<file path="src/rtl/text_cursor_overlay.sv">
// Text cursor overlay: one-cycle pixel pipeline stage that paints the hardware text
// cursor (underline / half / block, optional blink, replace or invert) on the renderer stream.
module text_cursor_overlay #(
   parameter int   BPP          = 8,
   parameter int   CHAR_W       = 9,
   parameter int   CHAR_H       = 16,
   parameter int   COLS         = 80,
   parameter int   ROWS         = 25,
   parameter logic VS_POL       = 1'b1,
   parameter int   BLINK_FRAMES = 16
) (
   input  logic            clk_i,
   input  logic            rst_i,
   input  logic            blank_n_i,
   input  logic            hs_i,
   input  logic            vs_i,
   input  logic [BPP-1:0]  red_i,
   input  logic [BPP-1:0]  green_i,
   input  logic [BPP-1:0]  blue_i,
   input  logic [31:0]     cursorpos,
   input  logic [3:0]      cursormode,
   input  logic [23:0]     cursorcolor,
   output logic            blank_n,
   output logic            hs,
   output logic            vs,
   output logic [BPP-1:0]  red,
   output logic [BPP-1:0]  green,
   output logic [BPP-1:0]  blue
);

   localparam int PXW = (CHAR_W > 1) ? $clog2(CHAR_W) : 1;
   localparam int SW  = (CHAR_H > 1) ? $clog2(CHAR_H) : 1;
   localparam int CW  = $clog2(COLS + 1);
   localparam int RW  = $clog2(ROWS + 1);
   localparam int BFW = (BLINK_FRAMES > 1) ? $clog2(BLINK_FRAMES) : 1;

   localparam logic [PXW-1:0] PX_LAST    = PXW'(CHAR_W - 1);
   localparam logic [SW-1:0]  SCAN_LAST  = SW'(CHAR_H - 1);
   localparam logic [SW-1:0]  SCAN_UL    = SW'(CHAR_H - 2);
   localparam logic [SW-1:0]  SCAN_HALF  = SW'(CHAR_H / 2);
   localparam logic [CW-1:0]  COL_SAT    = CW'(COLS);
   localparam logic [RW-1:0]  ROW_SAT    = RW'(ROWS);
   localparam logic [BFW-1:0] BLINK_LAST = BFW'(BLINK_FRAMES - 1);

   // Pipeline registers (also serve as the previous-sample history for edge detection)
   logic            blank_n_q, hs_q, vs_q;
   logic [BPP-1:0]  red_q, green_q, blue_q;
   logic [BPP-1:0]  red_d, green_d, blue_d;

   // Beam position counters
   logic [PXW-1:0]  px_q, px_d;
   logic [CW-1:0]   col_q, col_d;
   logic [SW-1:0]   scan_q, scan_d;
   logic [RW-1:0]   row_q, row_d;

   // Blink state
   logic [BFW-1:0]  blink_cnt_q, blink_cnt_d;
   logic            blink_hide_q, blink_hide_d;

   // Cursor shadow, loaded only at frame start so a frame is never torn
   logic [7:0]      sh_col_q, sh_row_q;
   logic [3:0]      sh_mode_q;
   logic [23:0]     sh_color_q;

   logic            frame_start;
   logic            line_end;
   logic            shape_hit;
   logic            pos_hit;
   logic            cursor_on;
   logic            unused_pos;

   assign unused_pos  = ^cursorpos[31:16];

   assign frame_start = (vs_i == VS_POL) && (vs_q != VS_POL);
   assign line_end    = !blank_n_i && blank_n_q;

   always_comb begin
      px_d  = px_q;
      col_d = col_q;
      if (!blank_n_i) begin
         px_d  = '0;
         col_d = '0;
      end else if (px_q == PX_LAST) begin
         px_d = '0;
         if (col_q != COL_SAT) begin
            col_d = col_q + 1'b1;
         end
      end else begin
         px_d = px_q + 1'b1;
      end
   end

   always_comb begin
      scan_d = scan_q;
      row_d  = row_q;
      if (frame_start) begin
         scan_d = '0;
         row_d  = '0;
      end else if (line_end) begin
         if (scan_q == SCAN_LAST) begin
            scan_d = '0;
            if (row_q != ROW_SAT) begin
               row_d = row_q + 1'b1;
            end
         end else begin
            scan_d = scan_q + 1'b1;
         end
      end
   end

   always_comb begin
      blink_cnt_d  = blink_cnt_q;
      blink_hide_d = blink_hide_q;
      if (frame_start) begin
         if (blink_cnt_q == BLINK_LAST) begin
            blink_cnt_d  = '0;
            blink_hide_d = !blink_hide_q;
         end else begin
            blink_cnt_d = blink_cnt_q + 1'b1;
         end
      end
   end

   always_comb begin
      shape_hit = 1'b0;
      case (sh_mode_q[1:0])
         2'd0: shape_hit = 1'b0;
         2'd1: shape_hit = (scan_q >= SCAN_UL);
         2'd2: shape_hit = 1'b1;
         2'd3: shape_hit = (scan_q >= SCAN_HALF);
         default: shape_hit = 1'b0;
      endcase
   end

   // Saturated counters sit at COLS/ROWS, so the range guard keeps them from ever matching
   assign pos_hit = (col_q < COL_SAT) && (row_q < ROW_SAT) &&
                    (32'(col_q) == 32'(sh_col_q)) &&
                    (32'(row_q) == 32'(sh_row_q));

   assign cursor_on = blank_n_i && pos_hit && shape_hit &&
                      (!sh_mode_q[2] || !blink_hide_q);

   always_comb begin
      red_d   = red_i;
      green_d = green_i;
      blue_d  = blue_i;
      if (cursor_on) begin
         if (sh_mode_q[3]) begin
            red_d   = ~red_i;
            green_d = ~green_i;
            blue_d  = ~blue_i;
         end else begin
            red_d   = sh_color_q[23 -: BPP];
            green_d = sh_color_q[15 -: BPP];
            blue_d  = sh_color_q[7 -: BPP];
         end
      end
   end

   always_ff @(posedge clk_i) begin
      if (rst_i) begin
         blank_n_q    <= 1'b0;
         hs_q         <= 1'b0;
         vs_q         <= 1'b0;
         red_q        <= '0;
         green_q      <= '0;
         blue_q       <= '0;
         px_q         <= '0;
         col_q        <= '0;
         scan_q       <= '0;
         row_q        <= '0;
         blink_cnt_q  <= '0;
         blink_hide_q <= 1'b0;
         sh_col_q     <= '0;
         sh_row_q     <= '0;
         sh_mode_q    <= '0;
         sh_color_q   <= '0;
      end else begin
         blank_n_q    <= blank_n_i;
         hs_q         <= hs_i;
         vs_q         <= vs_i;
         red_q        <= red_d;
         green_q      <= green_d;
         blue_q       <= blue_d;
         px_q         <= px_d;
         col_q        <= col_d;
         scan_q       <= scan_d;
         row_q        <= row_d;
         blink_cnt_q  <= blink_cnt_d;
         blink_hide_q <= blink_hide_d;
         if (frame_start) begin
            sh_col_q   <= cursorpos[7:0];
            sh_row_q   <= cursorpos[15:8];
            sh_mode_q  <= cursormode;
            sh_color_q <= cursorcolor;
         end
      end
   end

   assign blank_n = blank_n_q;
   assign hs      = hs_q;
   assign vs      = vs_q;
   assign red     = red_q;
   assign green   = green_q;
   assign blue    = blue_q;

endmodule

</file>
<file path="config.mk">
export PLATFORM = sky130hd
export DESIGN_NAME = text_cursor_overlay
export DESIGN_NICKNAME = d
export VERILOG_FILES = /design/src/rtl/text_cursor_overlay.sv
export SDC_FILE = /design/constraint.sdc
export NUM_CORES = 1
export LEC_CHECK = 0
export CAP_MARGIN = 20
export CORE_MARGIN = 1.5
export CORE_UTILIZATION = 34
export CTS_BUF_LIST = sky130_fd_sc_hd__clkbuf_8
export CTS_CLUSTER_SIZE = 40
export DETAILED_ROUTE_END_ITERATION = 10
export GPL_TIMING_DRIVEN = 0
export PLACE_DENSITY = 0.6
export REMOVE_ABC_BUFFERS = 1
export SETUP_SLACK_MARGIN = 0.05
export SYNTH_ARGS = -nofsm -noshare
export SYNTH_HDL_FRONTEND = slang
export SYNTH_SLANG_ARGS = --single-unit
</file>
<file path="constraint.sdc">
create_clock -name clk_i -period 3.2 [get_ports clk_i]
set_input_delay 0.8 -clock clk_i [delete_from_list [all_inputs] [get_ports clk_i]]
set_output_delay 0.8 -clock clk_i [all_outputs]
set_load 0.02 [all_outputs]
</file>
Word-level counts from Yosys, hierarchy flattened:

Index checks and enable logic that the tools add are counted.

* $add $sub $neg: 5
* bitwise operators: 5
* equality and inequality tests: 10
* multiplexer cells: 9
* $lt $le $gt $ge: 4
* reductions and logical operators: 19

Operators with widths (count)
* $mux 8: 6
* $not 8->8: 3
* $add 4x1->4 const B: 3
* $eq 4x4->1 const B: 3
* $eq 5x8->1: 1
* $eq 7x8->1: 1
* $ge 4x4->1 const B: 2
* $logic_and 1x1->1: 8
* $mux 4: 2
* $add 7x1->7 const B: 1
* $lt 7x7->1 const B: 1
* $ne 7x7->1 const B: 1
* $add 5x1->5 const B: 1
* $lt 5x5->1 const B: 1
* $ne 5x5->1 const B: 1
* $eq 2x2->1 const B: 2
* $pmux 1 s4: 1
* $reduce_and 2->1: 2
* $reduce_or 2->1: 2
* $logic_not 1->1: 3
* $reduce_and 3->1: 1
* $reduce_or 3->1: 1
* $eq 2x1->1 const B: 1
* $logic_not 2->1: 1
* 2 further kinds: 3

* word-level logic and storage cells: 68
* bits in registers: 96
* input bits: 89
* output and inout port bits: 27

Longest topological paths before layout:

* depth after elaboration: 8
* gate-level depth with buffers: 8

Worst setup path after synthesis:

No wires, ideal clock.

* kind: input port to flip-flop
* from: input blank_n_i
* to: register red_q[0], in the netlist red[0]
* slack: 1350 ps
* data required time: 3130 ps
* path buffers: 1
* data arrival time: 1780 ps
* stages: 6
* cell sequence: nand2b_1 > a2111oi_2 > o211a_2 > clkbuf_8 > o2111ai_1 > a21oi_1

* longest elaborated chain between the ends: 4

Ends and longest elaborated chain
* start: declaration: line 14 `input logic blank_n_i,`
* $logic_and 1x1->1 (3 in a row): line 140 `assign cursor_on = blank_n_i && pos_hit && shape_hit &&`
* $mux 8: line 147 `if (cursor_on) begin`
* end signal: assignment: line 182 `red_q <= red_d;`
* end: declaration: line 47 `logic [BPP-1:0] red_q, green_q, blue_q;`

Every way passes these cells.
A chain may end at the register's enable or synchronous reset.

Final worst setup path:

* from: register row_q[0]
* to: register green_q[5], in the netlist green[5]

* longest elaborated chain between the ends: 8
* elaborated cells between the ends (all ways): 9
* those cells by class: order compare: 1; eq/ne: 1; mux: 1; reduce/logical: 6

Ends and longest elaborated chain
* start: declaration: line 54 `logic [RW-1:0] row_q, row_d;`
* start signal: assignment: line 188 `row_q <= row_d;`
* $lt 5x5->1: line 136 `assign pos_hit = (col_q < COL_SAT) && (row_q < ROW_SAT) &&`
* $logic_and 1x1->1 (2 in a row): line 136
* $logic_and 1x1->1 *: line 137 `(32'(col_q) == 32'(sh_col_q)) &&`
* $logic_and 1x1->1 * (3 in a row): line 140
* $mux 8 *: line 147
* end signal: assignment: line 183 `green_q <= green_d;`
* end: declaration: line 47

Mark *: on every way between the ends. The rest lies on a longest branch, timed or not.

==> results.py <==
metrics = {
    "place": {
        "post_dp_cell_area_sq_mm": 0.00515,
        "place_ws_ps": 326,
        "numPortBuffers": 99,
        "dp_hpwl_microns": 7060,
        "place.gp.congestion": 0.830,
    },
    "critical_path": {
        "start_kind": "flop",
        "slowest_delay_ps": 880,
        "path_cells": "xor2_1, nor4_1, nand4_1, o21ai_0, a21oi_1",
        "crit_start": "row_q[0]$_SDFFE_PP0P_",
        "cp-end-kind": "flop",
        "cp.required_ps": 3460,
        "r2r-start": "row_q[0]$_SDFFE_PP0P_",
        "rr_worst_depth": 5,
        "crit_fanout": 24,
        "worstPathArrival_ps": 2960,
        "crit_type": "flop to flop",
        "cp_slowest_cell": "nand4_1",
    },
    "floorplanning": {
        "die_x_microns": 114,
        "dieArea_sq_mm": 0.0129,
        "initial_core_util": 0.348,
        "die_y_microns": 114,
        "core_sq_mm": 0.0120,
        "num_rows": 40,
        "io_pins": 116,
    },
    "logic_synthesis": {
        "synth_top_area_share": 0.462,
        "synth-edff-count": 0,
        "synth-main-ff-cell": "dfxtp_1",
        "syn_area_per_cell_sq_um": 8.53,
        "synthArstFlopShare": 0,
        "ys_ff_latch": 96,
        "ys_top_cells_by_count": "nand2_1, dfxtp_1, a21oi_1",
        "synth_area_leaders": "dfxtp_1, nand2_1, a21oi_1",
        "ys_types": 41,
        "postSynthCellCount": 488,
        "syn_area_sq_mm": 0.00416,
        "synth_top_area_cell": "dfxtp_1",
        "seq_area_frac_synth": 0.462,
        "yosysMostFrequentCell": "nand2_1",
        "yosys_warnings": 0,
    },
    "clock_tree": {
        "cts_tree": "done",
        "clock-sinks": 96,
        "cts_buffers": 9,
        "cts_root_buf": "clkbuf_8",
        "postCtsHoldBufs": 0,
        "cts_resized": 0,
        "clockBufferDepth": 2,
        "insertion_delay_ps": 390,
        "path_clk_slew_ps": 100,
        "cts_setup_buffers": 0,
        "ctsHtreeMaxLevel": 3,
    },
    "finish": {
        "final_util": 0.447,
        "fin_area_sq_mm": 0.00535,
        "drive_gt1_frac": 0.0507,
        "insertedDiodeCount": 0,
        "nets": 665,
        "fillers": 1173,
        "area_delta_synth_final_pct": 28.6,
    },
    "global_route": {
        "grt_pass1_vias": 3503,
        "grt_pass1_wl_microns": 17200,
        "grt_max_degree": 53,
        "antenna_found_initial": 0,
        "overflow": 0,
        "grt_usage": 0.169,
    },
    "detailed_routing": {
        "vias": 3678,
        "drt-vias-per-instance": 5.12,
        "first_pass_iters": 4,
        "remaining_drc_errors": 0,
        "routedWlPerCell_microns": 14.9,
        "routed_wl_microns": 10700,
        "first_iter_violations": 348,
        "ant_nets": 0,
    },
    "timing": {
        "worst_pin_slew_ps": 1090,
        "fin_crit_ps": 2700,
        "max_freq_ghz": 0.371,
        "finClkSkew_ps": 17.6,
        "setup_viol": 0,
        "slew_headroom": 0.273,
        "finalHoldViolCount": 0,
        "fin_crit_sh": 0.843,
        "setup_ws_ps": 503,
        "drv_slew": 0,
        "rsz0062_at_grt": "no",
    },
    "power_and_ir_drop": {
        "power_uw": 2460,
        "p_leak_uw": 0.00196,
        "powerDensity_mw_per_mm2": 459,
        "ir_drop_v": 0.000321,
    },
    "run": {
        "maxCapViolCount": 0,
    },
    "worst_hold_path": {
        "min_from": "sh_row_q[5]$_SDFFE_PP0P_",
        "hold_depth": 2,
        "hp-class": "flop to flop",
    },
    "run_status": {
        "status": "finished clean",
    },
}
-- state kept, by name, summed over array words and instances, names as in the netlist --
signal,cells
blank_n,1
blink_cnt_q,4
blink_hide_q,1
blue,8
col_q,7
green,8
hs,1
px_q,4
red,8
row_q,5
scan_q,4
sh_col_q,8
sh_color_q,24
sh_mode_q,4
sh_row_q,8
vs,1
-- layer usage --
layer  vias up  share of wire  global-route usage
met3         8          0.072              0.0537
li1       1838              -                   -
met2       121           0.44               0.267
met1      1711           0.48               0.223
met4         0          0.010              0.0467
met5         -              0                   0
-- area by class of cell --
class,instances,area [sq um],area share
clock buffer,10,138,0.0257
clock inverter,6,65.1,0.0122
tap,147,184,0.0344
multi-input combinational,349,1950,0.364
timing repair buffer,104,1060,0.199
sequential,96,1920,0.359
inverter,7,26.3,0.00491
-- final timing paths --
| path | endpoint | slack (ps) |
|---|---|---|
| max reg2reg | green[5]$_SDFF_PP0_ | 500 |
| min reg2reg | sh_row_q[5]$_SDFFE_PP0P_ | 460 |
| max | green[5]$_SDFF_PP0_ | 500 |
| min | sh_row_q[5]$_SDFFE_PP0P_ | 460 |
-- critical path, delay by kind of cell, from the launching register on --
kind	cells	cell delay, ps
xor+xnor	1	100
flops	1	460
simple gates	2	1400
compound gates	2	620
-- per-stage QoR --
step,setup TNS [ps],hold slack [ps],cells
after floorplan,0,425,452
after CTS,0,458,719
after detailed placement,0,446,703
final,0,455,719
after global placement,-85190,440,698
after global routing,0,479,719
-- cell families after synthesis --
kind of cell | Yosys count | share of synthesized area
AO/OA/AOI/OAI | 134 | 0.195
XOR/XNOR | 27 | 0.0568
adder cells (fa/ha/maj) | 9 | 0.0271
buffers and inverters | 43 | 0.0719
flip-flops | 96 | 0.462
AND/OR/NAND/NOR | 179 | 0.187
-- report_power, final --
group / switching, uW / internal, uW / total (uW)
logic: 176 / 166 / 342
registers: 35.8 / 1250 / 1280
clock network: 446 / 386 / 832
-- cell usage in the layout, fill, tap and decap left out, drive strengths merged, types with 2 or more instances in the layout --
| cell type | netlist | routed |
|---|---|---|
| nand2 | 122 | 122 |
| clkdlybuf4s50 | 0 | 98 |
| dfxtp | 96 | 96 |
| a21oi | 73 | 73 |
| o21ai | 25 | 25 |
| o2111ai | 24 | 24 |
| xor2 | 22 | 22 |
| nor2 | 21 | 21 |
| clkbuf | 28 | 10 |
| ha | 9 | 9 |
| inv | 7 | 9 |
| nand4 | 7 | 7 |
| nor2b | 6 | 6 |
| buf | 7 | 6 |
| xnor2 | 5 | 5 |
| nand2b | 5 | 5 |
| and3 | 4 | 4 |
| a211oi | 3 | 3 |
| a2111oi | 2 | 2 |
| or3 | 2 | 2 |
| and4 | 2 | 2 |
| nor3 | 2 | 2 |
| clkinv | 0 | 2 |
| o211a | 2 | 2 |
| nor4 | 2 | 2 |
No activity file was read; power rests on OpenSTA's default activity.
